File: config.mk
export PLATFORM = sky130hd
export DESIGN_NAME = si570_freq_sequencer_flat
export DESIGN_NICKNAME = d
export VERILOG_FILES = /design/src/rtl/si570_freq_sequencer_pkg.sv /design/src/rtl/si570_freq_sequencer_if.sv /design/src/rtl/si570_freq_sequencer.sv /design/src/flat_wrapper.sv
export SDC_FILE = /design/constraint.sdc
export NUM_CORES = 1
export LEC_CHECK = 0
export CAP_MARGIN = 20
export CORE_UTILIZATION = 28
export CTS_BUF_LIST = sky130_fd_sc_hd__clkbuf_8 sky130_fd_sc_hd__clkbuf_16
export CTS_CLUSTER_DIAMETER = 80
export CTS_CLUSTER_SIZE = 16
export DETAILED_ROUTE_END_ITERATION = 8
export GPL_TIMING_DRIVEN = 1
export SLEW_MARGIN = 30
export SYNTH_ARGS = -nofsm -noshare
export SYNTH_HDL_FRONTEND = slang
export SYNTH_SLANG_ARGS = --single-unit
File: constraint.sdc
create_clock -name i_clk -period 2.23 [get_ports i_clk]
set_input_delay 0.446 -clock i_clk [delete_from_list [all_inputs] [get_ports i_clk]]
set_output_delay 0.446 -clock i_clk [all_outputs]
set_load 0.01 [all_outputs]
File: src/rtl/si570_freq_sequencer_pkg.sv
`default_nettype none
// ============================================================================
// Module   : si570_freq_sequencer_pkg
// Brief    : Shared types, Si570 register constants and the B7..B12 packer
//            for the Si570 frequency sequencer.
// Revision : 1.0 - initial release
// ============================================================================
package si570_freq_sequencer_pkg;

  typedef enum logic [3:0] {
    IDLE, MUX, FREEZE, WR_A, WR_B, UNFREEZE, NEWFREQ,
    POLL_RD, POLL_WAIT, DONE, ERR
  } state_t;

  localparam logic [7:0] REG_FREEZE   = 8'd137;
  localparam logic [7:0] REG_CTRL     = 8'd135;
  localparam logic [7:0] REG_HSN1     = 8'd7;
  localparam logic [7:0] REG_RFREQ_LO = 8'd11;
  localparam logic [7:0] FREEZE_DCO   = 8'h10;
  localparam logic [7:0] NEW_FREQ     = 8'h40;
  localparam int         NEW_FREQ_BIT = 6;

  // Element [0] is register 7, element [5] is register 12.
  function automatic logic [5:0][7:0] pack_regs(input logic [2:0]  hs_div,
                                                 input logic [6:0]  n1,
                                                 input logic [37:0] rfreq);
    logic [5:0][7:0] b;
    b[0] = {hs_div, n1[6:2]};
    b[1] = {n1[1:0], rfreq[37:32]};
    b[2] = rfreq[31:24];
    b[3] = rfreq[23:16];
    b[4] = rfreq[15:8];
    b[5] = rfreq[7:0];
    return b;
  endfunction

endpackage
`default_nettype wire

File: src/rtl/si570_freq_sequencer_if.sv
`default_nettype none
// ============================================================================
// Module   : si570_freq_sequencer_if
// Brief    : rv0 request / rv1 read-data ready-valid bus towards i2c_master.
// Revision : 1.0 - initial release
// ============================================================================
interface si570_freq_sequencer_if;

  logic            rv0_valid;
  logic            rv0_ready;
  logic [6:0]      rv0_slave_address;
  logic [7:0]      rv0_reg_address;
  logic [1:0]      rv0_burst_count;
  logic [3:0][7:0] rv0_wdata;
  logic            rv0_rd_wrn;
  logic            rv1_valid;
  logic            rv1_ready;
  logic [3:0][7:0] rv1_rdata;

  // Sequencer side: issues requests, consumes read data.
  modport master (
    output rv0_valid, rv0_slave_address, rv0_reg_address, rv0_burst_count,
           rv0_wdata, rv0_rd_wrn, rv1_ready,
    input  rv0_ready, rv1_valid, rv1_rdata
  );

  // i2c_master side.
  modport slave (
    input  rv0_valid, rv0_slave_address, rv0_reg_address, rv0_burst_count,
           rv0_wdata, rv0_rd_wrn, rv1_ready,
    output rv0_ready, rv1_valid, rv1_rdata
  );

endinterface
`default_nettype wire

File: src/rtl/si570_freq_sequencer.sv
`default_nettype none
// ============================================================================
// Module   : si570_freq_sequencer
// Brief    : Programs a new HS_DIV/N1/RFREQ triple into the Si570 through the
//            PCA9548 mux, then polls NewFreq until the part clears it.
// Revision : 1.0 - initial release
// ============================================================================
module si570_freq_sequencer
  import si570_freq_sequencer_pkg::*;
#(
  parameter logic [6:0] MuxAddr    = 7'h74,
  parameter logic [7:0] MuxChannel = 8'h01,
  parameter logic [6:0] ClkAddr    = 7'h5D,
  parameter int         PollMax    = 255
) (
  input  wire logic         i_clk,
  input  wire logic         i_rst_n,
  input  wire logic         i_start,
  input  wire logic [2:0]   i_hs_div,
  input  wire logic [6:0]   i_n1,
  input  wire logic [37:0]  i_rfreq,
  output logic              o_busy,
  output logic              o_done,
  output logic              o_error,
  si570_freq_sequencer_if.master bus
);

  localparam int CntW = $clog2(PollMax + 1);

  typedef struct packed {
    logic [6:0]      slave_address;
    logic [7:0]      reg_address;
    logic [1:0]      burst_count;
    logic [3:0][7:0] wdata;
    logic            rd_wrn;
  } req_t;

  state_t          state;
  logic [2:0]      hs_div;
  logic [6:0]      n1;
  logic [37:0]     rfreq;
  logic [CntW-1:0] poll_cnt;
  req_t            req;
  logic            req_valid;
  logic            rd_ready;
  logic [5:0][7:0] regs;

  assign regs = pack_regs(hs_div, n1, rfreq);

  assign bus.rv0_valid         = req_valid;
  assign bus.rv0_slave_address = req.slave_address;
  assign bus.rv0_reg_address   = req.reg_address;
  assign bus.rv0_burst_count   = req.burst_count;
  assign bus.rv0_wdata         = req.wdata;
  assign bus.rv0_rd_wrn        = req.rd_wrn;
  assign bus.rv1_ready         = rd_ready;

  // Request payload for each request-issuing state.
  function automatic req_t req_for(input state_t s, input logic [5:0][7:0] b);
    req_t r;
    r               = '0;
    r.slave_address = ClkAddr;
    case (s)
      MUX: begin
        // PCA9548 treats both the "register" byte and the data byte as control.
        r.slave_address = MuxAddr;
        r.reg_address   = MuxChannel;
        r.wdata[0]      = MuxChannel;
      end
      FREEZE: begin
        r.reg_address = REG_FREEZE;
        r.wdata[0]    = FREEZE_DCO;
      end
      WR_A: begin
        r.reg_address = REG_HSN1;
        r.burst_count = 2'd3;
        r.wdata       = {b[3], b[2], b[1], b[0]};
      end
      WR_B: begin
        r.reg_address = REG_RFREQ_LO;
        r.burst_count = 2'd1;
        r.wdata       = {16'h0000, b[5], b[4]};
      end
      UNFREEZE: r.reg_address = REG_FREEZE;
      NEWFREQ: begin
        r.reg_address = REG_CTRL;
        r.wdata[0]    = NEW_FREQ;
      end
      POLL_RD: begin
        r.reg_address = REG_CTRL;
        r.rd_wrn      = 1'b1;
      end
      default: r = '0;
    endcase
    return r;
  endfunction

  // Successor of each request state once its rv0 transfer happens.
  function automatic state_t next_state(input state_t s);
    case (s)
      MUX:      return FREEZE;
      FREEZE:   return WR_A;
      WR_A:     return WR_B;
      WR_B:     return UNFREEZE;
      UNFREEZE: return NEWFREQ;
      NEWFREQ:  return POLL_RD;
      POLL_RD:  return POLL_WAIT;
      default:  return IDLE;
    endcase
  endfunction

  // Sequencer FSM: start latch, one request per state, NewFreq poll decision.
  always_ff @(posedge i_clk or negedge i_rst_n) begin
    if (!i_rst_n) begin
      state     <= IDLE;
      hs_div    <= '0;
      n1        <= '0;
      rfreq     <= '0;
      poll_cnt  <= '0;
      req       <= '0;
      req_valid <= 1'b0;
      rd_ready  <= 1'b0;
      o_busy    <= 1'b0;
      o_done    <= 1'b0;
      o_error   <= 1'b0;
    end else begin
      o_done <= 1'b0;
      case (state)
        IDLE: begin
          if (i_start) begin
            hs_div   <= i_hs_div;
            n1       <= i_n1;
            rfreq    <= i_rfreq;
            poll_cnt <= '0;
            o_error  <= 1'b0;
            o_busy   <= 1'b1;
            state    <= MUX;
          end
        end
        MUX, FREEZE, WR_A, WR_B, UNFREEZE, NEWFREQ, POLL_RD: begin
          // Raise the request with its payload, hold it until accepted,
          // then drop valid for a cycle while the next state builds its own.
          if (!req_valid) begin
            req_valid <= 1'b1;
            req       <= req_for(state, regs);
          end else if (bus.rv0_ready) begin
            req_valid <= 1'b0;
            state     <= next_state(state);
            if (state == POLL_RD) begin
              poll_cnt <= poll_cnt + CntW'(1);
              rd_ready <= 1'b1;
            end
          end
        end
        POLL_WAIT: begin
          if (bus.rv1_valid && rd_ready) begin
            rd_ready <= 1'b0;
            if (!bus.rv1_rdata[0][NEW_FREQ_BIT]) begin
              o_done <= 1'b1;
              state  <= DONE;
            end else if (poll_cnt == CntW'(PollMax)) begin
              o_error <= 1'b1;
              state   <= ERR;
            end else begin
              state <= POLL_RD;
            end
          end
        end
        DONE, ERR: begin
          o_busy <= 1'b0;
          state  <= IDLE;
        end
        default: state <= IDLE;
      endcase
    end
  end

endmodule
`default_nettype wire

File: src/flat_wrapper.sv
// flat-port wrapper written by rule: the top's interface ports become plain ports
module si570_freq_sequencer_flat import si570_freq_sequencer_pkg::*;
#(
  parameter logic [6:0] MuxAddr    = 7'h74,
  parameter logic [7:0] MuxChannel = 8'h01,
  parameter logic [6:0] ClkAddr    = 7'h5D,
  parameter int         PollMax    = 255
)
  (i_clk, i_rst_n, i_start, i_hs_div, i_n1, i_rfreq, o_busy, o_done, o_error, bus_rv0_valid, bus_rv0_slave_address, bus_rv0_reg_address, bus_rv0_burst_count, bus_rv0_wdata, bus_rv0_rd_wrn, bus_rv1_ready, bus_rv0_ready, bus_rv1_valid, bus_rv1_rdata);
  si570_freq_sequencer_if bus_i ();
  input  wire logic i_clk;
  input  wire logic i_rst_n;
  input  wire logic i_start;
  input  wire logic [2:0] i_hs_div;
  input  wire logic [6:0] i_n1;
  input  wire logic [37:0] i_rfreq;
  output logic o_busy;
  output logic o_done;
  output logic o_error;
  output wire logic [$bits(bus_i.rv0_valid)-1:0] bus_rv0_valid;
  output wire logic [$bits(bus_i.rv0_slave_address)-1:0] bus_rv0_slave_address;
  output wire logic [$bits(bus_i.rv0_reg_address)-1:0] bus_rv0_reg_address;
  output wire logic [$bits(bus_i.rv0_burst_count)-1:0] bus_rv0_burst_count;
  output wire logic [$bits(bus_i.rv0_wdata)-1:0] bus_rv0_wdata;
  output wire logic [$bits(bus_i.rv0_rd_wrn)-1:0] bus_rv0_rd_wrn;
  output wire logic [$bits(bus_i.rv1_ready)-1:0] bus_rv1_ready;
  input wire logic [$bits(bus_i.rv0_ready)-1:0] bus_rv0_ready;
  input wire logic [$bits(bus_i.rv1_valid)-1:0] bus_rv1_valid;
  input wire logic [$bits(bus_i.rv1_rdata)-1:0] bus_rv1_rdata;
  assign bus_rv0_valid = bus_i.rv0_valid;
  assign bus_rv0_slave_address = bus_i.rv0_slave_address;
  assign bus_rv0_reg_address = bus_i.rv0_reg_address;
  assign bus_rv0_burst_count = bus_i.rv0_burst_count;
  assign bus_rv0_wdata = bus_i.rv0_wdata;
  assign bus_rv0_rd_wrn = bus_i.rv0_rd_wrn;
  assign bus_rv1_ready = bus_i.rv1_ready;
  assign bus_i.rv0_ready = bus_rv0_ready;
  assign bus_i.rv1_valid = bus_rv1_valid;
  assign bus_i.rv1_rdata = bus_rv1_rdata;
  si570_freq_sequencer #(.MuxAddr(MuxAddr), .MuxChannel(MuxChannel), .ClkAddr(ClkAddr), .PollMax(PollMax)) u_core (.i_clk(i_clk), .i_rst_n(i_rst_n), .i_start(i_start), .i_hs_div(i_hs_div), .i_n1(i_n1), .i_rfreq(i_rfreq), .o_busy(o_busy), .o_done(o_done), .o_error(o_error), .bus(bus_i));
endmodule
==> flow_summary.json, run 1 <==
{
  "globalRouteTotalUtil_pct": 13.4,
  "post_synth_inst_count": 412,
  "synth-edff-count": 0,
  "internal_portion_of_total_power_uw": 5450,
  "starting_density_of_the_core_pct": 28.9,
  "grt_first_pass_wirelength_mm": 18.3,
  "p_leak_uw": 0.00259,
  "postSynthRegisterBits": 108,
  "min_period_ns": 2.01,
  "synth_area_sq_mm": 0.00480,
  "worst-slew-pin-transition_ns": 0.617,
  "total_switching_power_uw": 2920,
  "seq_power_share_pct": 39.3,
  "cts_hold_buf": 0,
  "clkSlewWorstSetupHoldPaths_ns": 0.07,
  "setup_total_negative_slack_ns": 0,
  "timing.critical_path.max_delay_family": "buffers and inverters",
  "outcome": "complete, no violations",
  "synthMostInstantiatedCell": "sky130_fd_sc_hd__dfrtp_1",
  "worstPathMaxFanout": 9,
  "crit_path_end_kind": "primary output",
  "maxSlewViolCount": 0,
  "num-nets-final": 599,
  "maximum_number_of_pins_on_one_net_before_global_route_repair": 45,
  "critPathKind": "flip-flop to primary output",
  "cp_slowest_stage_delay_ns": 0.62,
  "floorplan.die.height_um": 133,
  "synth.largest_area_cell": "sky130_fd_sc_hd__dfrtp_1",
  "clock_tree.htree_level_count": 3,
  "filler_cell_count": 1575,
  "ys_types": 60,
  "cts_tree": "built",
  "cts_buffer_depth": 2,
  "post_cts_resized": 0,
  "ys_warn_count": 0,
  "post_cts.repair.setup_buffers": 0,
  "worst_ir_drop_vdd_mv": 0.521,
  "synth_seq_area_share_pct": 56.3,
  "synth.avg_cell_area_sq_um": 11.7,
  "timing.clock.skew_ns": 0.00666,
  "maxClockFrequency_ghz": 0.498,
  "final_core_util_pct": 38.5,
  "post-route-period-util_pct": 90.0,
  "layout-area-overhead-vs-synth_pct": 33.4,
  "globalplace.congestion": 0.827,
  "hold_path.class": "input port to asynchronous set/reset pin",
  "residual_drc": 0,
  "synth_async_sr_flop_share_pct": 100,
  "ys_dominant_reg_cell": "sky130_fd_sc_hd__dfrtp_1",
  "area_of_the_die_sq_mm": 0.0177,
  "detail_route.iter0.violations": 174,
  "tritoncts_num_sinks": 108,
  "p_total_uw": 8360,
  "finalSetupViolCount": 0,
  "final_layout_size_suffix_gt1_share_pct": 19.9,
  "top_level_ports": 140,
  "wire_per_inst_um": 15.0,
  "worst_slew_margin_rel_pct": 58.9,
  "clk_root_buffer_cell": "sky130_fd_sc_hd__clkbuf_16",
  "share_of_total_power_in_combinational_logic_pct": 41.2,
  "netSwitchingFraction_pct": 34.9,
  "ys_top_cells_by_area": "sky130_fd_sc_hd__dfrtp_1, sky130_fd_sc_hd__mux2_2, sky130_fd_sc_hd__nand2_1",
  "synth_largest_type_area_fraction_pct": 56.3,
  "grt_remaining_overflow": 0,
  "number_of_cell_rows": 47,
  "power_per_unit_of_standard_cell_area_mw_per_mm2": 1300,
  "drt_first_pass_iters": 4,
  "clk_latency_ns": 0.35,
  "first_global_vias": 3492,
  "critPathSlowestCell": "sky130_fd_sc_hd__clkdlybuf4s50_1",
  "core_sq_mm": 0.0166,
  "detail-route-antenna-nets": 0,
  "grt_antenna_before_repair": 0,
  "detail_route.vias_per_cell": 4.69,
  "setup.worst_path.start_class": "flip-flop",
  "port_buffers": 104,
  "x_dimension_of_the_die_um": 133,
  "synth_commonest_cells": "sky130_fd_sc_hd__dfrtp_1, sky130_fd_sc_hd__nand2_1, sky130_fd_sc_hd__mux2_2, sky130_fd_sc_hd__o21ai_1, sky130_fd_sc_hd__o21ai_0",
  "dr_total_vias": 3459,
  "crit_arrival_ns": 1.56,
  "fin_cells": 738,
  "maxCapViolCount": 0,
  "cts_inserted_buffers": 9,
  "worstPathRequired_ns": 1.78,
  "post-place-cells": 722,
  "rsz0062_at_grt": "no",
  "path_cells": "clkdlybuf4s50_1",
  "antennaDiodeCount": 0,
  "drt_wl_total_mm": 11.1,
  "hpwlAfterDp_mm": 7.75,
  "timing.final.hold_violations": 0,
  "worst-path-buf-inv": 1,
  "pwr-share-clk_pct": 19.5
}
## cell usage in the layout, fill, tap and decap left out, types with 3 or more instances in the layout
master                            netlist  routed
sky130_fd_sc_hd__nand3_1                8       8
sky130_fd_sc_hd__clkdlybuf4s50_1        0     103
sky130_fd_sc_hd__mux2_4                 3       3
sky130_fd_sc_hd__dfrtp_1              108     108
sky130_fd_sc_hd__nor3_1                 3       3
sky130_fd_sc_hd__o21ai_1               30      30
sky130_fd_sc_hd__conb_1                 1       4
sky130_fd_sc_hd__inv_1                  4       5
sky130_fd_sc_hd__buf_4                  9      11
sky130_fd_sc_hd__nor2b_1                3       3
sky130_fd_sc_hd__a21oi_1                6       6
sky130_fd_sc_hd__mux2_2                48      48
sky130_fd_sc_hd__nand2b_1               5       5
sky130_fd_sc_hd__nand2_1               62      61
sky130_fd_sc_hd__a22oi_1               14      14
sky130_fd_sc_hd__clkbuf_16              0       9
sky130_fd_sc_hd__buf_12                 0       6
sky130_fd_sc_hd__o21ai_0               18      18
sky130_fd_sc_hd__nor2_1                12      12
## cell type report
type,count,area (sq um),area share (%)
Timing Repair Buffer,120,1230,19.2
Inverter,4,15.0,0.234
Sequential cell,108,2700,42.2
Multi-Input combinational cell,270,1880,29.4
Clock inverter,7,73.8,1.15
Clock buffer,9,225,3.51
Tap cell,220,275,4.29
## through the flow
stage,instance area (sq um),hold WS (ns),worst slack [ns]
global route,6410,0.143,0.193
finish,6410,0.108,0.223
CTS,6410,0.112,0.227
floorplan,4820,0.150,0.604
global placement,6110,0.454,0.136
detailed placement,6110,0.461,0.119
## worst register-to-register path, cell delays in order (launching register included)
cell and delay (ns):
sky130_fd_sc_hd__dfrtp_1 0.51, sky130_fd_sc_hd__or3_1 0.49, sky130_fd_sc_hd__nand2_4 0.32, sky130_fd_sc_hd__buf_4 0.27, sky130_fd_sc_hd__nand2_1 0.07, sky130_fd_sc_hd__o21ai_1 0.08
## registers in the layout (all words and copies together), names as in the netlist
register                      count
u_core.bus.rv0_burst_count        2
u_core.bus.rv0_rd_wrn             1
u_core.bus.rv0_reg_address        5
u_core.bus.rv0_slave_address      3
u_core.bus.rv0_valid              1
u_core.bus.rv0_wdata             32
u_core.bus.rv1_ready              1
u_core.hs_div                     3
u_core.n1                         7
u_core.o_busy                     1
u_core.o_done                     1
u_core.o_error                    1
u_core.poll_cnt                   8
u_core.rfreq                     38
u_core.state                      4
## cells by family after synthesis
group                    Yosys count  share of synthesized area [%]
AND/OR/NAND/NOR                  116                           12.7
flip-flops                       108                           56.2
AO/OA/AOI/OAI                     95                           13.1
multiplexers                      53                           12.6
buffers and inverters             37                           4.82
adder cells (fa/ha/maj)            1                          0.260
other                              1                         0.0781
XOR/XNOR                           1                          0.182
## final timing paths
check                                                     startpoint                                         to  slack [ns]  depth (start not counted)
max                                 u_core.bus.rv0_valid$_DFFE_PN0P_                              bus_rv0_valid        0.22                          1
min                                                          i_rst_n             u_core.poll_cnt[3]$_DFFE_PN0P_        0.11                          1
max reg2reg                              u_core.state[2]$_DFFE_PN0P_       u_core.bus.rv0_wdata[16]$_DFFE_PN0P_        0.41                          5
min reg2reg                u_core.bus.rv0_reg_address[0]$_DFFE_PN0P_  u_core.bus.rv0_reg_address[0]$_DFFE_PN0P_        0.48                          1
max in group asynchronous                                    i_rst_n               u_core.rfreq[31]$_DFFE_PN0P_        1.51                          2
min in group i_clk         u_core.bus.rv0_reg_address[0]$_DFFE_PN0P_  u_core.bus.rv0_reg_address[0]$_DFFE_PN0P_        0.48                          1
## per-layer routing
metal	track usage, %	part of all wire, %
met1	16.6	44
met2	21.9	49
met4	5.87	1.2
met5	0	0
met3	3.52	5.7
## power groups by stage
stage / sequential [uW] / clock, uW / combinational (uW)
2_1_floorplan: 3300 / 0 / 2150
3_3_place_gp: 3280 / 0 / 3410
3_5_place_dp: 3320 / 0 / 3500
4_1_cts: 3290 / 1700 / 3510
5_1_grt: 3390 / 1770 / 3790
6_report: 3280 / 1630 / 3450
No activity file was read; power rests on OpenSTA's default activity.
==> run 2: changes to the inputs <==
--- a/config.mk
+++ b/config.mk
@@ -5,13 +5,14 @@
 export SDC_FILE = /design/constraint.sdc
 export NUM_CORES = 1
 export LEC_CHECK = 0
+export ABC_CLOCK_PERIOD_IN_PS = 2230
 export CAP_MARGIN = 20
 export CORE_UTILIZATION = 28
 export CTS_BUF_LIST = sky130_fd_sc_hd__clkbuf_8 sky130_fd_sc_hd__clkbuf_16
 export CTS_CLUSTER_DIAMETER = 80
-export CTS_CLUSTER_SIZE = 16
 export DETAILED_ROUTE_END_ITERATION = 8
 export GPL_TIMING_DRIVEN = 1
+export PLACE_DENSITY_LB_ADDON = 0.3
 export SLEW_MARGIN = 30
 export SYNTH_ARGS = -nofsm -noshare
 export SYNTH_HDL_FRONTEND = slang
==> flow_summary.json, run 2 (same netlist as run 1, synthesis figures left out) <==
{
  "outcome": "complete, no violations",
  "cp_slowest_stage_delay_ns": 0.61,
  "setup_total_negative_slack_ns": 0,
  "worst_slew_margin_rel_pct": 56.9,
  "final_area_sq_mm": 0.00639,
  "dpl-instance-area_sq_mm": 0.00611,
  "worst-r2r-cell-count": 4,
  "grt_first_pass_wirelength_mm": 18.3,
  "critPathSlowestCell": "sky130_fd_sc_hd__clkdlybuf4s50_1",
  "core_sq_mm": 0.0166,
  "cts_hold_buf": 0,
  "top_level_ports": 140,
  "filler_cell_count": 1631,
  "port_buffers": 104,
  "worst_ir_drop_vdd_mv": 0.485,
  "maximum_number_of_pins_on_one_net_before_global_route_repair": 50,
  "globalRouteTotalUtil_pct": 13.4,
  "worstPathMaxFanout": 9,
  "x_dimension_of_the_die_um": 133,
  "crit_path_end_kind": "primary output",
  "starting_density_of_the_core_pct": 28.9,
  "fin_cells": 739,
  "detail_route.iter0.violations": 144,
  "post-place-cells": 723,
  "max_reg_flops": 38,
  "finalSetupViolCount": 0,
  "hold_path.class": "input port to asynchronous set/reset pin",
  "hpwlAfterDp_mm": 7.87,
  "antennaDiodeCount": 0,
  "post_cts.repair.setup_buffers": 0,
  "post-route-period-util_pct": 89.4,
  "worst-path-buf-inv": 1,
  "tritoncts_num_sinks": 108,
  "clkSlewWorstSetupHoldPaths_ns": 0.08,
  "cts_tree": "built",
  "worstPathRequired_ns": 1.78,
  "post_cts_resized": 0,
  "p_leak_uw": 0.00258,
  "floorplan.die.height_um": 133,
  "layout-area-overhead-vs-synth_pct": 33.0,
  "num-nets-final": 600,
  "detail-route-antenna-nets": 0,
  "mostFrequentLayoutCell": "sky130_fd_sc_hd__dfrtp_1",
  "timing.clock.skew_ns": 0.0146,
  "cts_buffer_depth": 2,
  "globalplace.congestion": 0.807,
  "dr_total_vias": 3408,
  "regMostFlops": "u_core.rfreq",
  "critPathKind": "flip-flop to primary output",
  "setup.worst_path.start_class": "flip-flop",
  "r2r_setup_slack_ns": 0.38,
  "clk_latency_ns": 0.35,
  "maxSlewViolCount": 0,
  "timing.critical_path.max_delay_family": "buffers and inverters",
  "most-common-layout-cells": "sky130_fd_sc_hd__dfrtp_1, sky130_fd_sc_hd__clkdlybuf4s50_1, sky130_fd_sc_hd__nand2_1",
  "grt_remaining_overflow": 0,
  "maxClockFrequency_ghz": 0.501,
  "crit_arrival_ns": 1.55,
  "wire_per_inst_um": 15.3,
  "cts_inserted_buffers": 9,
  "maxCapViolCount": 0,
  "residual_drc": 0,
  "power_per_unit_of_standard_cell_area_mw_per_mm2": 1300,
  "timing.final.hold_violations": 0,
  "final.hold.worst_slack_ns": 0.0834,
  "worst-slew-pin-transition_ns": 0.646,
  "worstReg2RegStart": "u_core.state[3]$_DFFE_PN0P_",
  "crit-reg2reg-capture": "u_core.poll_cnt[7]$_DFFE_PN0P_",
  "final_core_util_pct": 38.4,
  "drt_wl_total_mm": 11.3,
  "final_layout_size_suffix_gt1_share_pct": 20.2,
  "clk_root_buffer_cell": "sky130_fd_sc_hd__clkbuf_16",
  "number_of_cell_rows": 47,
  "clock_tree.htree_level_count": 3,
  "min_period_ns": 1.99,
  "path_cells": "clkdlybuf4s50_1",
  "rsz0062_at_grt": "no",
  "first_global_vias": 3462,
  "drt_first_pass_iters": 4,
  "area_of_the_die_sq_mm": 0.0177,
  "detail_route.vias_per_cell": 4.61,
  "grt_antenna_before_repair": 0
}
## run 2: cell count changes in the layout (fill, tap and decap cells not counted), sizes merged
| cell | delta |
|---|---|
| clkbuf | +1 |
| buf | +1 |
| bufinv | -1 |
| clkinvlp | +1 |
| clkinv | -1 |
## run 2: power breakdown
| part | internal (uW) | leakage (uW) | switching, uW | total, uW |
|---|---|---|---|---|
| Sequential | 2770 | 0.00135 | 519 | 3280 |
| Clock | 802 | 0.000141 | 759 | 1560 |
| Combinational | 1820 | 0.00109 | 1660 | 3480 |
| Total | 5390 | 0.00258 | 2930 | 8320 |
## run 2: layout make-up
cell class	instances	area [sq um]	share of cell area (%)
repair buffers	121	1230	19.2
flip-flops and latches	108	2700	42.3
inverters	4	15.0	0.235
multi-input cells	270	1880	29.5
well taps	220	275	4.31
clock inverters	6	46.3	0.724
clock buffers	10	239	3.74
## run 2: how the worst max path moves through the flow
stage | start | endpoint | cells after the start
6_report | u_core.bus.rv0_valid$_DFFE_PN0P_ | bus_rv0_valid | 1
3_5_place_dp | i_start | u_core.poll_cnt[7]$_DFFE_PN0P_ | 5
4_1_cts | u_core.bus.rv0_valid$_DFFE_PN0P_ | bus_rv0_valid | 1
2_1_floorplan | u_core.state[1]$_DFFE_PN0P_ | u_core.bus.rv0_burst_count[1]$_DFFE_PN0P_ | 5
5_1_grt | u_core.bus.rv0_valid$_DFFE_PN0P_ | bus_rv0_valid | 1
3_3_place_gp | i_start | u_core.poll_cnt[7]$_DFFE_PN0P_ | 5
## run 2: per-stage QoR
stage          setup WS, ns  total power, uW
6_report              0.236             8320
5_1_grt               0.170             8900
4_1_cts               0.213             8450
3_5_place_dp          0.144             6850
3_3_place_gp          0.156             6730
2_1_floorplan         0.604             5450
## run 2: per-layer routing
| layer | GRT usage [%] | part of all wire (%) | up-vias |
|---|---|---|---|
| met5 | 0 | 0 | - |
| met4 | 4.41 | 1.4 | 0 |
| li1 | - | - | 1642 |
| met2 | 23.1 | 50 | 80 |
| met3 | 3.41 | 4.4 | 11 |
| met1 | 16.2 | 44 | 1675 |
